`config.mk`:
```
export PLATFORM = sky130hd
export DESIGN_NAME = inv_round
export DESIGN_NICKNAME = d
export VERILOG_FILES = /design/src/rtl/inv_round.sv
export SDC_FILE = /design/constraint.sdc
export NUM_CORES = 2
export LEC_CHECK = 0
export CELL_PAD_IN_SITES_DETAIL_PLACEMENT = 1
export CELL_PAD_IN_SITES_GLOBAL_PLACEMENT = 2
export CORE_ASPECT_RATIO = 1.25
export CORE_UTILIZATION = 39
export CTS_CLUSTER_SIZE = 25
export DETAILED_ROUTE_END_ITERATION = 10
export PLACE_DENSITY_LB_ADDON = 0.1
export SETUP_SLACK_MARGIN = 0.5
export SYNTH_ARGS = -nofsm -noshare
export SYNTH_HDL_FRONTEND = slang
export SYNTH_SLANG_ARGS = --single-unit
```
`constraint.sdc`:
```
create_clock -name clk -period 7.5 [get_ports clk]
set_clock_uncertainty 0.2 [all_clocks]
set_input_delay 0.75 -clock clk [delete_from_list [all_inputs] [get_ports clk]]
set_output_delay 0.75 -clock clk [all_outputs]
set_load 0.02 [all_outputs]
```
`src/rtl/inv_round.sv`:
```
// Inverse of one AES cipher round as a four-stage pipeline:
// AddRoundKey -> InvMixColumns -> InvShiftRows -> InvSubBytes, one registered stage each.
// Ports:
//   clk            rising-edge clock
//   reset          synchronous, active-high; clears every stage valid and data register
//   data_valid_in  input block valid
//   key_valid_in   round key valid; a block is accepted only with both valids high
//   data_in        ciphertext-side state (FIPS-197 column-major byte order)
//   round_key      round key, sampled together with data_in
//   valid_out      result valid, exactly four cycles after acceptance
//   data_out       recovered state; holds the last result while valid_out is low
// MIX_EN = 0 bypasses InvMixColumns, which inverts the final cipher round.
module inv_round #(
    parameter int unsigned DATA_W = 128,
    parameter bit          MIX_EN = 1'b1
) (
    input  logic              clk,
    input  logic              reset,
    input  logic              data_valid_in,
    input  logic              key_valid_in,
    input  logic [DATA_W-1:0] data_in,
    input  logic [DATA_W-1:0] round_key,
    output logic              valid_out,
    output logic [DATA_W-1:0] data_out
);

    localparam int unsigned NUM_BYTES = 16;
    localparam int unsigned NUM_COLS  = 4;

    localparam logic [7:0] INV_SBOX [256] = '{
        8'h52, 8'h09, 8'h6a, 8'hd5, 8'h30, 8'h36, 8'ha5, 8'h38, 8'hbf, 8'h40, 8'ha3, 8'h9e, 8'h81, 8'hf3, 8'hd7, 8'hfb,
        8'h7c, 8'he3, 8'h39, 8'h82, 8'h9b, 8'h2f, 8'hff, 8'h87, 8'h34, 8'h8e, 8'h43, 8'h44, 8'hc4, 8'hde, 8'he9, 8'hcb,
        8'h54, 8'h7b, 8'h94, 8'h32, 8'ha6, 8'hc2, 8'h23, 8'h3d, 8'hee, 8'h4c, 8'h95, 8'h0b, 8'h42, 8'hfa, 8'hc3, 8'h4e,
        8'h08, 8'h2e, 8'ha1, 8'h66, 8'h28, 8'hd9, 8'h24, 8'hb2, 8'h76, 8'h5b, 8'ha2, 8'h49, 8'h6d, 8'h8b, 8'hd1, 8'h25,
        8'h72, 8'hf8, 8'hf6, 8'h64, 8'h86, 8'h68, 8'h98, 8'h16, 8'hd4, 8'ha4, 8'h5c, 8'hcc, 8'h5d, 8'h65, 8'hb6, 8'h92,
        8'h6c, 8'h70, 8'h48, 8'h50, 8'hfd, 8'hed, 8'hb9, 8'hda, 8'h5e, 8'h15, 8'h46, 8'h57, 8'ha7, 8'h8d, 8'h9d, 8'h84,
        8'h90, 8'hd8, 8'hab, 8'h00, 8'h8c, 8'hbc, 8'hd3, 8'h0a, 8'hf7, 8'he4, 8'h58, 8'h05, 8'hb8, 8'hb3, 8'h45, 8'h06,
        8'hd0, 8'h2c, 8'h1e, 8'h8f, 8'hca, 8'h3f, 8'h0f, 8'h02, 8'hc1, 8'haf, 8'hbd, 8'h03, 8'h01, 8'h13, 8'h8a, 8'h6b,
        8'h3a, 8'h91, 8'h11, 8'h41, 8'h4f, 8'h67, 8'hdc, 8'hea, 8'h97, 8'hf2, 8'hcf, 8'hce, 8'hf0, 8'hb4, 8'he6, 8'h73,
        8'h96, 8'hac, 8'h74, 8'h22, 8'he7, 8'had, 8'h35, 8'h85, 8'he2, 8'hf9, 8'h37, 8'he8, 8'h1c, 8'h75, 8'hdf, 8'h6e,
        8'h47, 8'hf1, 8'h1a, 8'h71, 8'h1d, 8'h29, 8'hc5, 8'h89, 8'h6f, 8'hb7, 8'h62, 8'h0e, 8'haa, 8'h18, 8'hbe, 8'h1b,
        8'hfc, 8'h56, 8'h3e, 8'h4b, 8'hc6, 8'hd2, 8'h79, 8'h20, 8'h9a, 8'hdb, 8'hc0, 8'hfe, 8'h78, 8'hcd, 8'h5a, 8'hf4,
        8'h1f, 8'hdd, 8'ha8, 8'h33, 8'h88, 8'h07, 8'hc7, 8'h31, 8'hb1, 8'h12, 8'h10, 8'h59, 8'h27, 8'h80, 8'hec, 8'h5f,
        8'h60, 8'h51, 8'h7f, 8'ha9, 8'h19, 8'hb5, 8'h4a, 8'h0d, 8'h2d, 8'he5, 8'h7a, 8'h9f, 8'h93, 8'hc9, 8'h9c, 8'hef,
        8'ha0, 8'he0, 8'h3b, 8'h4d, 8'hae, 8'h2a, 8'hf5, 8'hb0, 8'hc8, 8'heb, 8'hbb, 8'h3c, 8'h83, 8'h53, 8'h99, 8'h61,
        8'h17, 8'h2b, 8'h04, 8'h7e, 8'hba, 8'h77, 8'hd6, 8'h26, 8'he1, 8'h69, 8'h14, 8'h63, 8'h55, 8'h21, 8'h0c, 8'h7d
    };

    // Byte k of the state sits at the MSB end: k = 0 is bits [127:120].
    function automatic logic [7:0] get_byte(input logic [DATA_W-1:0] s, input int k);
        return s[DATA_W-1-8*k -: 8];
    endfunction

    // Multiply by x in GF(2^8) mod x^8+x^4+x^3+x+1.
    function automatic logic [7:0] xtime(input logic [7:0] b);
        return {b[6:0], 1'b0} ^ (b[7] ? 8'h1b : 8'h00);
    endfunction

    // Each column times the circulant {0e,0b,0d,09}; 9/b/d/e built from x, x^2, x^3 multiples.
    function automatic logic [DATA_W-1:0] inv_mix_columns(input logic [DATA_W-1:0] s);
        logic [DATA_W-1:0] r;
        logic [7:0] a [4];
        logic [7:0] m9 [4];
        logic [7:0] mb [4];
        logic [7:0] md [4];
        logic [7:0] me [4];
        logic [7:0] x2, x4, x8;
        r = '0;
        for (int c = 0; c < NUM_COLS; c++) begin
            for (int i = 0; i < 4; i++) begin
                a[i]  = get_byte(s, 4*c + i);
                x2    = xtime(a[i]);
                x4    = xtime(x2);
                x8    = xtime(x4);
                m9[i] = x8 ^ a[i];
                mb[i] = x8 ^ x2 ^ a[i];
                md[i] = x8 ^ x4 ^ a[i];
                me[i] = x8 ^ x4 ^ x2;
            end
            r[DATA_W-1-8*(4*c+0) -: 8] = me[0] ^ mb[1] ^ md[2] ^ m9[3];
            r[DATA_W-1-8*(4*c+1) -: 8] = m9[0] ^ me[1] ^ mb[2] ^ md[3];
            r[DATA_W-1-8*(4*c+2) -: 8] = md[0] ^ m9[1] ^ me[2] ^ mb[3];
            r[DATA_W-1-8*(4*c+3) -: 8] = mb[0] ^ md[1] ^ m9[2] ^ me[3];
        end
        return r;
    endfunction

    // Row r rotates right by r: output column c takes input column (c - r) mod 4.
    function automatic logic [DATA_W-1:0] inv_shift_rows(input logic [DATA_W-1:0] s);
        logic [DATA_W-1:0] r;
        r = '0;
        for (int c = 0; c < NUM_COLS; c++) begin
            for (int row = 0; row < 4; row++) begin
                r[DATA_W-1-8*(4*c+row) -: 8] = get_byte(s, 4*((c + 4 - row) % 4) + row);
            end
        end
        return r;
    endfunction

    function automatic logic [DATA_W-1:0] inv_sub_bytes(input logic [DATA_W-1:0] s);
        logic [DATA_W-1:0] r;
        r = '0;
        for (int k = 0; k < NUM_BYTES; k++) begin
            r[DATA_W-1-8*k -: 8] = INV_SBOX[get_byte(s, k)];
        end
        return r;
    endfunction

    logic              accept_c;
    logic [3:0]        stage_valid;
    logic [DATA_W-1:0] stage1_data;
    logic [DATA_W-1:0] stage2_data;
    logic [DATA_W-1:0] stage3_data;
    logic [DATA_W-1:0] stage4_data;
    logic [DATA_W-1:0] mix_c;

    assign accept_c = data_valid_in & key_valid_in;

    // Stage-2 function; a straight pass-through when the final round is being inverted.
    always_comb begin
        mix_c = stage1_data;
        if (MIX_EN) begin
            mix_c = inv_mix_columns(stage1_data);
        end
    end

    // Pipeline: valids shift every cycle, each data register loads only behind a valid.
    always_ff @(posedge clk) begin
        if (reset) begin
            stage_valid <= '0;
            stage1_data <= '0;
            stage2_data <= '0;
            stage3_data <= '0;
            stage4_data <= '0;
        end else begin
            stage_valid <= {stage_valid[2:0], accept_c};
            if (accept_c) begin
                stage1_data <= data_in ^ round_key;
            end
            if (stage_valid[0]) begin
                stage2_data <= mix_c;
            end
            if (stage_valid[1]) begin
                stage3_data <= inv_shift_rows(stage2_data);
            end
            if (stage_valid[2]) begin
                stage4_data <= inv_sub_bytes(stage3_data);
            end
        end
    end

    assign valid_out = stage_valid[3];
    assign data_out  = stage4_data;

endmodule
```
# [Word level (Yosys, flattened, before mapping)]
# Memories as Yosys holds them, arrays and structs flattened. A register that Yosys moved wholly into a read port is not among the register bits.
# Index checks and enable logic that the tools add are counted.
[totals] reg_bits=388 romBits=32768 inputBits=260 output_inout_bits=129 word_cells=278 n_memories=16
[memory_table] memory="(name not given)" words=256 width=8 rd=1 rd_clocked_by_memory_dff=1 wr=0 line="104" source="r[DATA_W-1-8*k -: 8] = INV_SBOX[get_byte(s, k)];"
[memory_table] memory="(name not given)" words=256 width=8 rd=1 rd_clocked_by_memory_dff=1 wr=0 line="104"
[memory_table] memory="(name not given)" words=256 width=8 rd=1 rd_clocked_by_memory_dff=1 wr=0 line="104"
[memory_table] memory="(name not given)" words=256 width=8 rd=1 rd_clocked_by_memory_dff=1 wr=0 line="104"
[memory_table] memory="(name not given)" words=256 width=8 rd=1 rd_clocked_by_memory_dff=1 wr=0 line="104"
[memory_table] memory="(name not given)" words=256 width=8 rd=1 rd_clocked_by_memory_dff=1 wr=0 line="104"
[memory_table] memory="+10 memories"
[op_classes] mux=48 n_bitwise=210
[op_table] operator="$xor 8x8->8" count=144
[op_table] operator="$xor 8x5->8" count=48
[op_table] operator="$mux 5" count=48
[op_table] operator="$not 8->9" count=16
[op_table] operator="$xor 128x128->128" count=1
[op_table] operator="$and 1x1->1" count=1

# [Depth between registers and ports, before layout]
[depth] ltp_word=11 depth_mapped=13 ltp_nobuf=9

# [Least setup slack after synthesis]
# OpenSTA, ideal clock, no wires.
[synth_path] path_type="register to register" from="register stage3_data[25]" to="register stage4_data[28] (netlist: data_out[28])" setup_ps=132 arrival_time_ps=3083 required_ps=7168 path_slack_ps=4085 stages_incl_launch_ff=12 path_buffers=3 period_less_slack_ps=3415 cell_sequence="dfxtp_1 > clkbuf_1 > clkbuf_1 > inv_1 > ha_1 > clkbuf_1 > or2_1 > a221oi_1 > o21ai_1 > mux4_2 > a211oi_1 > nor3_1"
[synth_between] elab_chain_len=1
[synth_rtl] element="start, declared" line="113" source="logic [DATA_W-1:0] stage3_data;"
[synth_rtl] element="start signal, assigned" line="144" source="stage3_data <= inv_shift_rows(stage2_data);"
[synth_rtl] element="$not 8->9 (not written as such)" line="104"
[synth_rtl] element="end, declared" line="114" source="logic [DATA_W-1:0] stage4_data;"
# Every way passes these cells.
# A chain may end at the register's enable or synchronous reset.

# [Worst setup path after layout]
[layout_path] from="register stage3_data[9]" to="register stage4_data[11] (netlist: data_out[11])"
# The elaborated chain is that of the path after synthesis.

==> results.md <==
- Fmax: roughly 240 MHz
- Number of buffers added on ports: approximately 390
- CP arrival: roughly 4.5 ns
- Switching Share: 38.3%
- Largest net degree at the start of global routing: ~160
- Worst Reg-to-Reg Cells: 9
- Pins Over Slew Limit: 0
- Synth Flop Type: dfxtp_1
- Initial antenna violation count: 11
- Final period util: a little over half
- Crit path to: data_out[11]$_SDFFE_PP0P_
- Area leader, netlist: dfxtp_1
- Die W: a little over 400 um
- Post-synthesis instance area: between 80000 and 90000 um2
- Post-route setup slack: 3.38 ns
- Clock transition at path regs: 0.07 ns
- Die height: ~500 um
- Vias post-DR: ~93000
- Resized cells post-CTS: 0
- Drt pass-1 iters: 11
- Syn Nets: 11900
- Drt wl/cell: between 30 and 40 um
- Yosys Warn Count: 0
- Worst Path Class, Setup: register to register
- Status: finished, violations left
- Die ar.: between 200000 and 250000 um2
- Synth Instances: between 10000 and 15000
- Comb pwr share: 38.2%
- Avg Inst Size Synth: slightly above 7 um2
- DP Wirelength: around 290 mm
- Total grt overflow: 0
- Setup slack at placement: between 3 and 4 ns
- Critical Path Start Type: register
- Worst-Margin Slew: 1.20 ns
- Crit-path cells: buf_4, clkinv_1, ha_1, nor2b_1, nor3_1, a211oi_1, a31oi_1, mux4_2, o311ai_1
- Root Driver: clkbuf_16
- Async set or reset register ratio after synthesis: 0%
- Seq/Total Area, Yosys: around 13%
- CP max-delay cell: ha_1
- DRT iter0 DRCs: ~12000
- Failing checks: design-rule violations
- Core area: between 200000 and 250000 um2
- First-pass GRT wire length: 611 mm
- VDD IR max: 0.000150 V
- Global placement routability congestion: about 1.0
- Share of power burned in registers: 28.7%
- Setup crit end kind: register
- Number of CTS-inserted buffers: 70
- Dominant cells by area after synthesis: dfxtp_1, xnor2_1, nor2_1
- Routed WL: between 400 and 500 mm
- Leak Pwr: about 28 nW
- Sw Pwr: 0.00428 W
- Max incr delay on CP: between 0.9 and 1 ns
- Worst skew pair latency: between 0.7 and 0.8 ns
- Buffers & Inverters on Critical Path: 2
- Global Route Usage Sum: ~38%
- Pwr Density: between 100 and 150 nW/um2
- Residual DRC: 2
- Hold-fix buffers at CTS: 0
- Reg-to-reg startpoint: stage3_data[9]$_SDFFE_PP0P_
- Worst Path Required: 7.87 ns
- Vias per cell: 6.87
- Final net count: between 10000 and 15000
- WP depth: 9
- Post-DRT Antenna Nets: 0
- Clock power share: 33.1%
- Ports: about 390
- Row count: approximately 190
- Final hold vios: 0
- Final min period: between 4 and 5 ns
- CTS H-tree lvls: 3
- Final Setup Violations: 0
- Initial core utilization: 39.2%
- CTS tree: done
- Area share of the largest cell type after synthesis: 12.8%
- Layout cells sized above 1: approximately 7%
- R2r setup slk: between 3 and 4 ns
- Vias in the first global route: 90300
- Crit path from: stage3_data[9]$_SDFFE_PP0P_
- Post-CTS Setup Inserts: 0
- Slew headroom: between 10% and 20%
- CP top delay family: adder cells
- Post-synth top cells: nor2_1, nand2_1, a21oi_1, o21ai_0, xnor2_1
- RSZ-0062 raised after global routing: false
- Yosys reg bits: 516
- Post-synthesis cell type count: around 110
- Power Internal: 0.00689 W
- Most frequent cell after synthesis: nor2_1
- Worst-case clock buffer depth: 3
- Setup_tns: 0 ns
- Layout area overhead: 6.95%
- Clock sinks: 516
- Maxcap violations: 0
- CP Max Fanout: 29
- Hold WC Path Type: register to register
- Reg2reg end: data_out[11]$_SDFFE_PP0P_
- Number of synthesized flops with an enable pin: 0
==> metrics by stage <==
stage | cells | hold slack (ns) | utilization (%) | power [W] | cell area [um2]
detailed placement | 13300 | 0.244 | 40.8 | 0.00748 | 83700
finish | 13500 | 0.261 | 42.0 | 0.0112 | 86200
floorplan | 11400 | 0.246 | - | 0.00618 | 80600
CTS | 13500 | 0.261 | 42.0 | 0.0113 | 86100
global placement | 13300 | 0.240 | 40.8 | 0.00743 | 83700
global route | 13500 | 0.284 | 42.0 | 0.0116 | 86100
==> worst min path at each step <==
| stage | endpoint | cells after the start | startpoint | slack, ns |
|---|---|---|---|---|
| after global placement | data_out[72]$_SDFFE_PP0P_ | 2 | data_out[72]$_SDFFE_PP0P_ | 0.24 |
| after detailed placement | data_out[72]$_SDFFE_PP0P_ | 2 | data_out[72]$_SDFFE_PP0P_ | 0.24 |
| final | data_out[72]$_SDFFE_PP0P_ | 2 | data_out[72]$_SDFFE_PP0P_ | 0.26 |
| after CTS | stage3_data[67]$_SDFFE_PP0P_ | 2 | reset | 0.26 |
| after global routing | data_out[109]$_SDFFE_PP0P_ | 2 | data_out[109]$_SDFFE_PP0P_ | 0.28 |
| after floorplan | stage2_data[11]$_SDFFE_PP0P_ | 2 | stage2_data[11]$_SDFFE_PP0P_ | 0.25 |
==> state kept, by name, summed over array words and instances (netlist names) <==
name	flops
stage_valid	4
stage2_data	128
stage1_data	128
data_out	128
stage3_data	128
==> placed cells by master, fill, tap and decap left out, types with 34 or more instances in the layout <==
cell / count
a2111oi_0: 61
a211o_1: 60
a211oi_1: 368
a21o_1: 63
a21oi_1: 798
a221oi_1: 67
a311o_1: 40
a311oi_1: 198
a31oi_1: 248
and2_1: 97
and3_1: 48
buf_4: 192
clkbuf_16: 72
clkdlybuf4s50_1: 387
dfxtp_1: 453
dfxtp_4: 34
ha_1: 312
inv_1: 140
mux2i_1: 338
mux4_2: 154
nand2_1: 940
nand2b_1: 273
nand3_1: 295
nor2_1: 1082
nor2b_1: 246
nor3_1: 352
nor3b_1: 52
o2111ai_1: 39
o211ai_1: 240
o21a_1: 48
o21ai_0: 772
o221ai_1: 80
o22ai_1: 73
o311a_1: 49
o311ai_0: 153
o31ai_1: 121
or2_2: 63
or3_1: 66
xnor2_1: 719
xor2_1: 176
==> per-layer routing <==
layer  up-vias  global-route usage [%]  part of all wire [%]
li1      40500                       -                     -
met4         2                    19.6                   6.1
met5         -                       0                0.0022
met2      5194                    61.5                    46
met1     45500                    48.1                    40
met3      1285                    5.18                   7.7
==> final cells by class <==
type	count	area [um2]
diodes	4	10.0
well taps	2726	3410
clock inverters	37	520
repair buffers	581	5350
fillers	25600	119000
multi-input cells	9329	63700
clock buffers	92	1960
flip-flops and latches	516	10500
inverters	182	688
==> cells by family after synthesis <==
family | Yosys count | share of synthesized area, %
DFF | 516 | 12.8
AOI/OAI and AO/OA | 3866 | 32.5
buffers and inverters | 1514 | 8.09
and+or+nand+nor | 3670 | 21.4
xor gates and xnor gates | 966 | 11.4
muxes | 515 | 8.83
adders and majority gates | 312 | 4.85
==> power groups by stage <==
stage          combinational [W]  sequential (W)  clock (W)
3_3_place_gp             0.00418         0.00325          0
6_report                 0.00427         0.00320    0.00370
3_5_place_dp             0.00423         0.00326          0
4_1_cts                  0.00425         0.00320    0.00381
5_1_grt                  0.00453         0.00322    0.00388
2_1_floorplan            0.00312         0.00306          0
==> worst reg2reg max path, stage by stage, from the launching register on <==
cell      delay (ns)
dfxtp_1         0.31
buf_4           0.32
clkinv_1        0.52
ha_1            0.94
nor2b_1         0.61
nor3_1          0.09
a211oi_1        0.24
a31oi_1         0.06
mux4_2          0.49
o311ai_1        0.24
No activity file was read; power rests on OpenSTA's default activity.
